<file path="config.mk">
export PLATFORM = sky130hd
export DESIGN_NAME = tdc_capture_ctrl
export DESIGN_NICKNAME = d
export VERILOG_FILES = /design/src/rtl/tdc_pkg.sv /design/src/rtl/tdc_therm_enc.sv /design/src/rtl/tdc_capture_ctrl.sv
export SDC_FILE = /design/constraint.sdc
export NUM_CORES = 1
export LEC_CHECK = 0
export ABC_AREA = 0
export BUFFER_PORTS_ARGS = -buffer_cell sky130_fd_sc_hd__buf_2
export CAP_MARGIN = 30
export CORE_ASPECT_RATIO = 1.75
export CORE_MARGIN = 2
export CORE_UTILIZATION = 62
export CTS_CLUSTER_SIZE = 20
export DETAILED_ROUTE_END_ITERATION = 6
export HOLD_SLACK_MARGIN = 0.06
export PLACE_DENSITY_LB_ADDON = 0.2
export SLEW_MARGIN = 10
export SYNTH_ARGS = -nofsm -noshare
export SYNTH_HDL_FRONTEND = slang
export SYNTH_SLANG_ARGS = --single-unit
</file>
<file path="constraint.sdc">
create_clock -name CLK -period 5.1 [get_ports CLK]
set_input_delay 0.765 -clock CLK [delete_from_list [all_inputs] [get_ports CLK]]
set_output_delay 0.765 -clock CLK [all_outputs]
set_load 0.01 [all_outputs]
</file>
<file path="src/rtl/tdc_pkg.sv">
// tdc_pkg: FSM state encoding and default parameters for the TDC capture controller
package tdc_pkg;
    typedef enum logic [1:0] {IDLE, ARMED, ENCODE, DONE} state_t;
    localparam int NTAPS_DEF   = 101;
    localparam int FW_DEF      = 7;
    localparam int CW_DEF      = 12;
    localparam int TIMEOUT_DEF = 4000;
endpackage

</file>
<file path="src/rtl/tdc_therm_enc.sv">
// tdc_therm_enc: highest tap index whose sum bit matches tap 0, else 0
module tdc_therm_enc import tdc_pkg::*; #(
    parameter int NTAPS = NTAPS_DEF,
    parameter int FW    = FW_DEF
) (
    input  logic [NTAPS-1:0] snap,
    output logic [FW-1:0]    fine
);
    always_comb begin
        fine = '0;
        for (int i = 1; i < NTAPS; i++)
            if (snap[i] == snap[0]) fine = FW'(i);
    end
endmodule

</file>
<file path="src/rtl/tdc_capture_ctrl.sv">
// tdc_capture_ctrl: arms a carry-chain TDC, captures coarse count and fine tap on hit or timeout
module tdc_capture_ctrl import tdc_pkg::*; #(
    parameter int NTAPS   = NTAPS_DEF,
    parameter int FW      = FW_DEF,
    parameter int CW      = CW_DEF,
    parameter int TIMEOUT = TIMEOUT_DEF
) (
    input  logic             CLK,
    input  logic             RST_N,
    input  logic             start,
    input  logic             hit,
    input  logic [NTAPS-1:0] tap_code,
    output logic             arm,
    output logic             busy,
    output logic             res_valid,
    input  logic             res_ready,
    output logic [CW-1:0]    res_coarse,
    output logic [FW-1:0]    res_fine,
    output logic             res_timeout,
    output logic [7:0]       stray_cnt
);
    state_t           state, state_nxt;
    logic [CW-1:0]    cnt;
    logic [NTAPS-1:0] snap;
    logic [FW-1:0]    fine;
    logic             tmo;

    assign tmo = cnt == CW'(TIMEOUT - 1);

    tdc_therm_enc #(.NTAPS(NTAPS), .FW(FW)) u_enc (.snap(snap), .fine(fine));

    always_ff @(posedge CLK or negedge RST_N)
        if (!RST_N) state <= IDLE;
        else        state <= state_nxt;

    always_comb begin
        state_nxt = state;
        case (state)
            IDLE:    state_nxt = start ? ARMED : IDLE;
            ARMED:   state_nxt = hit ? ENCODE : tmo ? DONE : ARMED;
            ENCODE:  state_nxt = DONE;
            DONE:    state_nxt = res_ready ? IDLE : DONE;
            default: state_nxt = IDLE;
        endcase
        arm       = state == ARMED;
        busy      = state != IDLE;
        res_valid = state == DONE;
    end

    always_ff @(posedge CLK or negedge RST_N)
        if (!RST_N) cnt <= '0;
        else if (state == IDLE && start) cnt <= '0;
        else if (state == ARMED && !hit) cnt <= cnt + 1'b1;

    // Results are only written in ARMED/ENCODE, so they stay frozen throughout DONE.
    always_ff @(posedge CLK or negedge RST_N)
        if (!RST_N) begin
            snap        <= '0;
            res_coarse  <= '0;
            res_fine    <= '0;
            res_timeout <= 1'b0;
        end else if (state == ARMED && hit) begin
            snap        <= tap_code;
            res_coarse  <= cnt;
            res_timeout <= 1'b0;
        end else if (state == ARMED && tmo) begin
            res_coarse  <= CW'(TIMEOUT);
            res_fine    <= '0;
            res_timeout <= 1'b1;
        end else if (state == ENCODE) begin
            res_fine    <= fine;
        end

    always_ff @(posedge CLK or negedge RST_N)
        if (!RST_N) stray_cnt <= '0;
        else if (hit && state != ARMED && stray_cnt != 8'hFF) stray_cnt <= stray_cnt + 1'b1;
endmodule

</file>
== Word-level counts from Yosys, hierarchy flattened ==
Cells that the tools add are included.
Word-level totals
  register bits: 143
  input port bits: 106
  output and inout bits: 31
  logic and storage cells: 242
Cells by class
  add/sub/neg operators: 2
  equal/unequal tests: 106
  multiplexer cells: 113
  bitwise gates (word level): 1
  reduce and logical (&&, ||, !) cells: 13
Operators by type and width (count)
  $mux 7: 39
  $mux 6: 32
  $eq 1x1->1: 100
  $mux 5: 16
  $mux 12: 4
  $mux 4: 8
  $add 12x1->12 const B: 1
  $eq 12x12->1 const B: 1
  $mux 3: 4
  $mux 2: 5
  $add 8x1->8 const B: 1
  $ne 8x8->1 const B: 1
  $pmux 2 s4: 1
  $reduce_bool 2->1: 4
  $logic_and 1x1->1: 6
  $eq 2x2->1 const B: 2
  $mux 1: 4
  $eq 2x1->1 const B: 1
  $logic_not 2->1: 1
  $ne 2x1->1 const B: 1
  $reduce_and 2->1: 1
  $logic_not 1->1: 1
  $not 1->1: 1

== Depth between registers and ports, before layout ==
  depth in word-level cells: 103
  gate-level depth with buffers: 12
  mapped depth without buffers: 9

== By module ==
Synthesis repeated with hierarchy kept, for this count alone.
Unflattened totals
  cell total of the unflattened synthesis: 1114
  area total of the unflattened synthesis: 8465.6 um^2
Modules (own cells, without submodules)
  tdc_capture_ctrl: times used 1, cells each 633, area an instance 5763.0 um^2, sequential area each 3578.4 um^2
  tdc_therm_enc: times used 1, cells each 481, area an instance 2702.6 um^2, sequential area each 0.0 um^2

== Worst setup path before layout ==
Ideal clock, no wire load.
  path kind: reg2reg
  from: reg snap[0]
  to: reg res_fine[0]
  library setup time: 0.065 ns
  arrival time: 2.363 ns
  required time: 5.035 ns
  slack: 2.672 ns
  stages on the path, launching flop included: 9
  path buffers: 0
  period minus slack after synthesis: 2.428 ns
  cells stage by stage: dfrtp_1 > and2b_1 > nand3_1 > o21ai_2 > o2111ai_1 > or4_1 > or4_1 > a211oi_1 > o22a_1
On the way
  word-level cells in the longest chain between the ends: 103
  elaborated cells on any way between the ends: 202
  those cells by class: eq/ne (100); mux (102)
Ends and longest elaborated chain
  start: declaration: line tdc_capture_ctrl.sv:24  | logic [NTAPS-1:0] snap;
  start signal: assignment: line tdc_capture_ctrl.sv:63  | snap <= tap_code;
  $eq 1x1->1: line tdc_therm_enc.sv:12  | if (snap[i] == snap[0]) fine = FW'(i);
  $mux 1: line tdc_therm_enc.sv:12
  $mux 2 (2 in a row): line tdc_therm_enc.sv:12
  $mux 3 (4 in a row): line tdc_therm_enc.sv:12
  $mux 4 (8 in a row): line tdc_therm_enc.sv:12
  $mux 5 (16 in a row): line tdc_therm_enc.sv:12
  $mux 6 (32 in a row): line tdc_therm_enc.sv:12
  $mux 7 (36 in a row): line tdc_therm_enc.sv:12
  $mux 7 *: line tdc_therm_enc.sv:12
  $mux 7 *: line tdc_capture_ctrl.sv:70  | end else if (state == ENCODE) begin
  $mux 7 *: line tdc_capture_ctrl.sv:66  | end else if (state == ARMED && tmo) begin
  end signal: assignment: line tdc_capture_ctrl.sv:71  | res_fine <= fine;
  end: declaration: line tdc_capture_ctrl.sv:18  | output logic [FW-1:0] res_fine,
Every way passes the cells marked *; elsewhere a longest branch is shown, timed or not. The select of a mux whose other input is x is not followed.
A chain may end at the register's enable or synchronous reset.

== Final worst setup path ==
Ends and elaborated chain as after synthesis.

==> impl_metrics.tcl <==
set metrics [dict create \
    status "complete, but fails checks" \
    violations "DRC" \
    r2r-end "res_fine[0]" \
    critical_path_class "flip-flop to flip-flop" \
    path_clk_slew_ns 0.06 \
    diodes 0 \
    synth-edff-count 0 \
    period_share 0.628 \
    clock_skew_ns 0.0166 \
    period_needed_ns 3.20 \
    rsz0062_at_grt "no" \
    cts_setup_buffers 0 \
    place_inst 1351 \
    ys_warn_count 0 \
    vias 8137 \
    grt_use_total 0.308 \
    cts-root-buf "clkbuf_16" \
    syn_area_per_cell_um2 7.59 \
    cts_hold_buf 0 \
    synth_area_um2 8270 \
    final_hold_viol_count 0 \
    syn2layout_area_growth_pct 17.1 \
    antenna_found_initial 0 \
    fp.dieW_um 91.3 \
    first_global_vias 7729 \
    cp_slowest_stage_delay_ns 0.62 \
    cp_data_required_time_ns 5.45 \
    cp_slowest_cell "dfrtp_2" \
    max-cap-violations 0 \
    path_max_fanout 31 \
    syn_inst 1089 \
    design_power_total_mw 5.80 \
    timing.final.max_slew_violations 0 \
    crit_start "snap[0]" \
    first_iter_violations 633 \
    gr-total-overflow 0 \
    worst-path-buf-inv 1 \
    cts.sinks 143 \
    drt-total-wl_um 21600 \
    cts_tree "yes" \
    start_kind "flip-flop" \
    ant_nets 0 \
    reg2regPathDepth 8 \
    clkLatencyLatePin_ns 0.43 \
    final_cells 1385 \
    cts-buffers-inserted 17 \
    rows 55 \
    yosysMostFrequentCell "nand2_1" \
    routabilityCongestion 0.915 \
    yosysTopAreaCell "dfrtp_1" \
    io_pins 137 \
    synth_seq_cells 143 \
    place_hpwl_um 14800 \
    path_common_cell "or4_1" \
    yosys-top-cells-count "nand2_1 (361), dfrtp_1 (143), nor2_1 (88), o21ai_0 (74), nand3_1 (43)" \
    h-tree-depth 4 \
    leakage_nw 4.61 \
    cp_cell_sequence "inv_1, nor3_1, nand2_1, o2111ai_1, or4_1, or4_1, a211oi_1, o22a_1" \
    viasPerCell 5.88 \
    grt_start_max_net_pins 104 \
    layout_setup_ws_ns 1.90 \
    clk_path_buf_depth 2 \
    ir_worst_vdd_mv 0.483 \
    synth_top_area_share 0.433 \
    die_height_um 157 \
    nets 1309 \
    place_worst_setup_slack_ns 1.59 \
    synth.distinct_cells 70 \
    seq_area_frac_synth 0.433 \
    grt_pass1_wl_um 35900 \
    crit_family "simple AND/OR/NAND/NOR gates" \
    io_buffer_count 136 \
    cp-end-kind "flip-flop" \
    syn_nets 1197 \
    crit_end "res_fine[0]" \
    yosys-top-cells-area "dfrtp_1 (43%), nand2_1 (16%), o21ai_0 (4.5%)" \
    worstMarginPinSlew_ns 0.944 \
    min_path_type "input port to async pin" \
    rr_startpoint "snap[0]" \
    synth_ff_type "dfrtp_1" \
    core_region_area_um2 13000 \
    drc_errors 22 \
    dieArea_um2 14300 \
    wire_per_inst_um 15.6 \
    reg2reg_slack_ns 1.90 \
    slew_headroom 0.371 \
    initial_core_util 0.636 \
    timing.fmax_mhz 312 \
    async_reset_ff_frac 1.00 \
    drt_pass1_iterations 7 \
    tns_ns 0 \
    drive_gt1_frac 0.161 \
    setup_violations 0 \
    worstPathArrival_ns 3.56 \
    powerDensity_nw_per_um2 600 \
    cp_num_cells 8 \
    post_cts_resize_count 0 \
]
[state kept, by name, summed over array words and instances (netlist names)]
signal / cells
stray_cnt: 8
res_coarse: 12
state: 2
res_timeout: 1
snap: 101
cnt: 12
res_fine: 7
[through the flow]
stage | instance area, um^2 | util | hold slack, ns
2_1_floorplan | 8270 | - | 0.453
3_3_place_gp | 9010 | 0.693 | 0.465
3_5_place_dp | 9010 | 0.693 | 0.480
4_1_cts | 9620 | 0.740 | 0.491
5_1_grt | 9680 | 0.744 | 0.217
6_report | 9680 | 0.744 | 0.203
[cell type report]
type,count,area (um^2)
Multi-Input combinational cell,865,4380
Sequential cell,143,3580
Fill cell,1016,3330
Timing Repair Buffer,143,779
Clock buffer,18,439
Tap cell,171,214
Clock inverter,14,170
Inverter,31,116
[report_power, final]
part / leakage, nW / switching (mW) / internal (mW)
Combinational: 2.50 / 1.29 / 0.896
Clock: 0.300 / 0.537 / 0.751
Sequential: 1.81 / 0.736 / 1.59
Total: 4.61 / 2.56 / 3.24
[worst min-delay path by stage]
stage                     to           from  slack (ns)  cells past startpoint
6_report            snap[48]          RST_N        0.20                      1
5_1_grt             snap[50]          RST_N        0.22                      1
4_1_cts             snap[13]          RST_N        0.49                      1
3_5_place_dp   res_coarse[3]  res_coarse[3]        0.48                      2
3_3_place_gp        snap[88]       snap[88]        0.47                      2
2_1_floorplan       snap[88]       snap[88]        0.45                      2
[worst reg2reg max path, delay by kind of cell (launching register included)]
kind	cells	cell delay [ns]
simple gates	4	1.38
flops	1	0.62
compound gates	3	0.58
buf+inv	1	0.54
[layer usage]
metal | up-vias | GRT usage | share of wire
li1 | 3958 | - | -
met1 | 3824 | 0.371 | 0.40
met2 | 292 | 0.543 | 0.52
met3 | 63 | 0.0501 | 0.048
met4 | 0 | 0.131 | 0.031
met5 | - | 0 | 0
[cells by family (layout without fill, tap and decap cells)]
kind of cell               after synthesis  count (layout)  synth area share
muxes                                    4               4           0.00515
and+or+nand+nor                        619             619             0.329
DFF                                    143             143             0.433
buffers and inverters                   81             206            0.0381
AOI/OAI and AO/OA                      224             224             0.175
adders and majority gates                2               2           0.00303
xor gates and xnor gates                16              16            0.0169
[cell usage in the layout (no fill, tap or decap), types with 6 or more instances in the layout]
cell type and count:
dfrtp_1 142, and3_1 7, a211oi_1 11, nor2b_1 15, nand2_1 360, or2_2 6, buf_2 135, o2111ai_1 6
nand3b_1 9, clkbuf_16 17, nor2_1 88, xor2_1 8, xnor2_1 8, or3_1 11, nand2b_1 19, o21ai_0 74
inv_1 31, nor3_1 24, clkinv_4 6, nand4_1 10, a21oi_1 38, o22ai_1 11, nand3_1 43, a31oi_1 15
No activity file was read; power rests on OpenSTA's default activity.
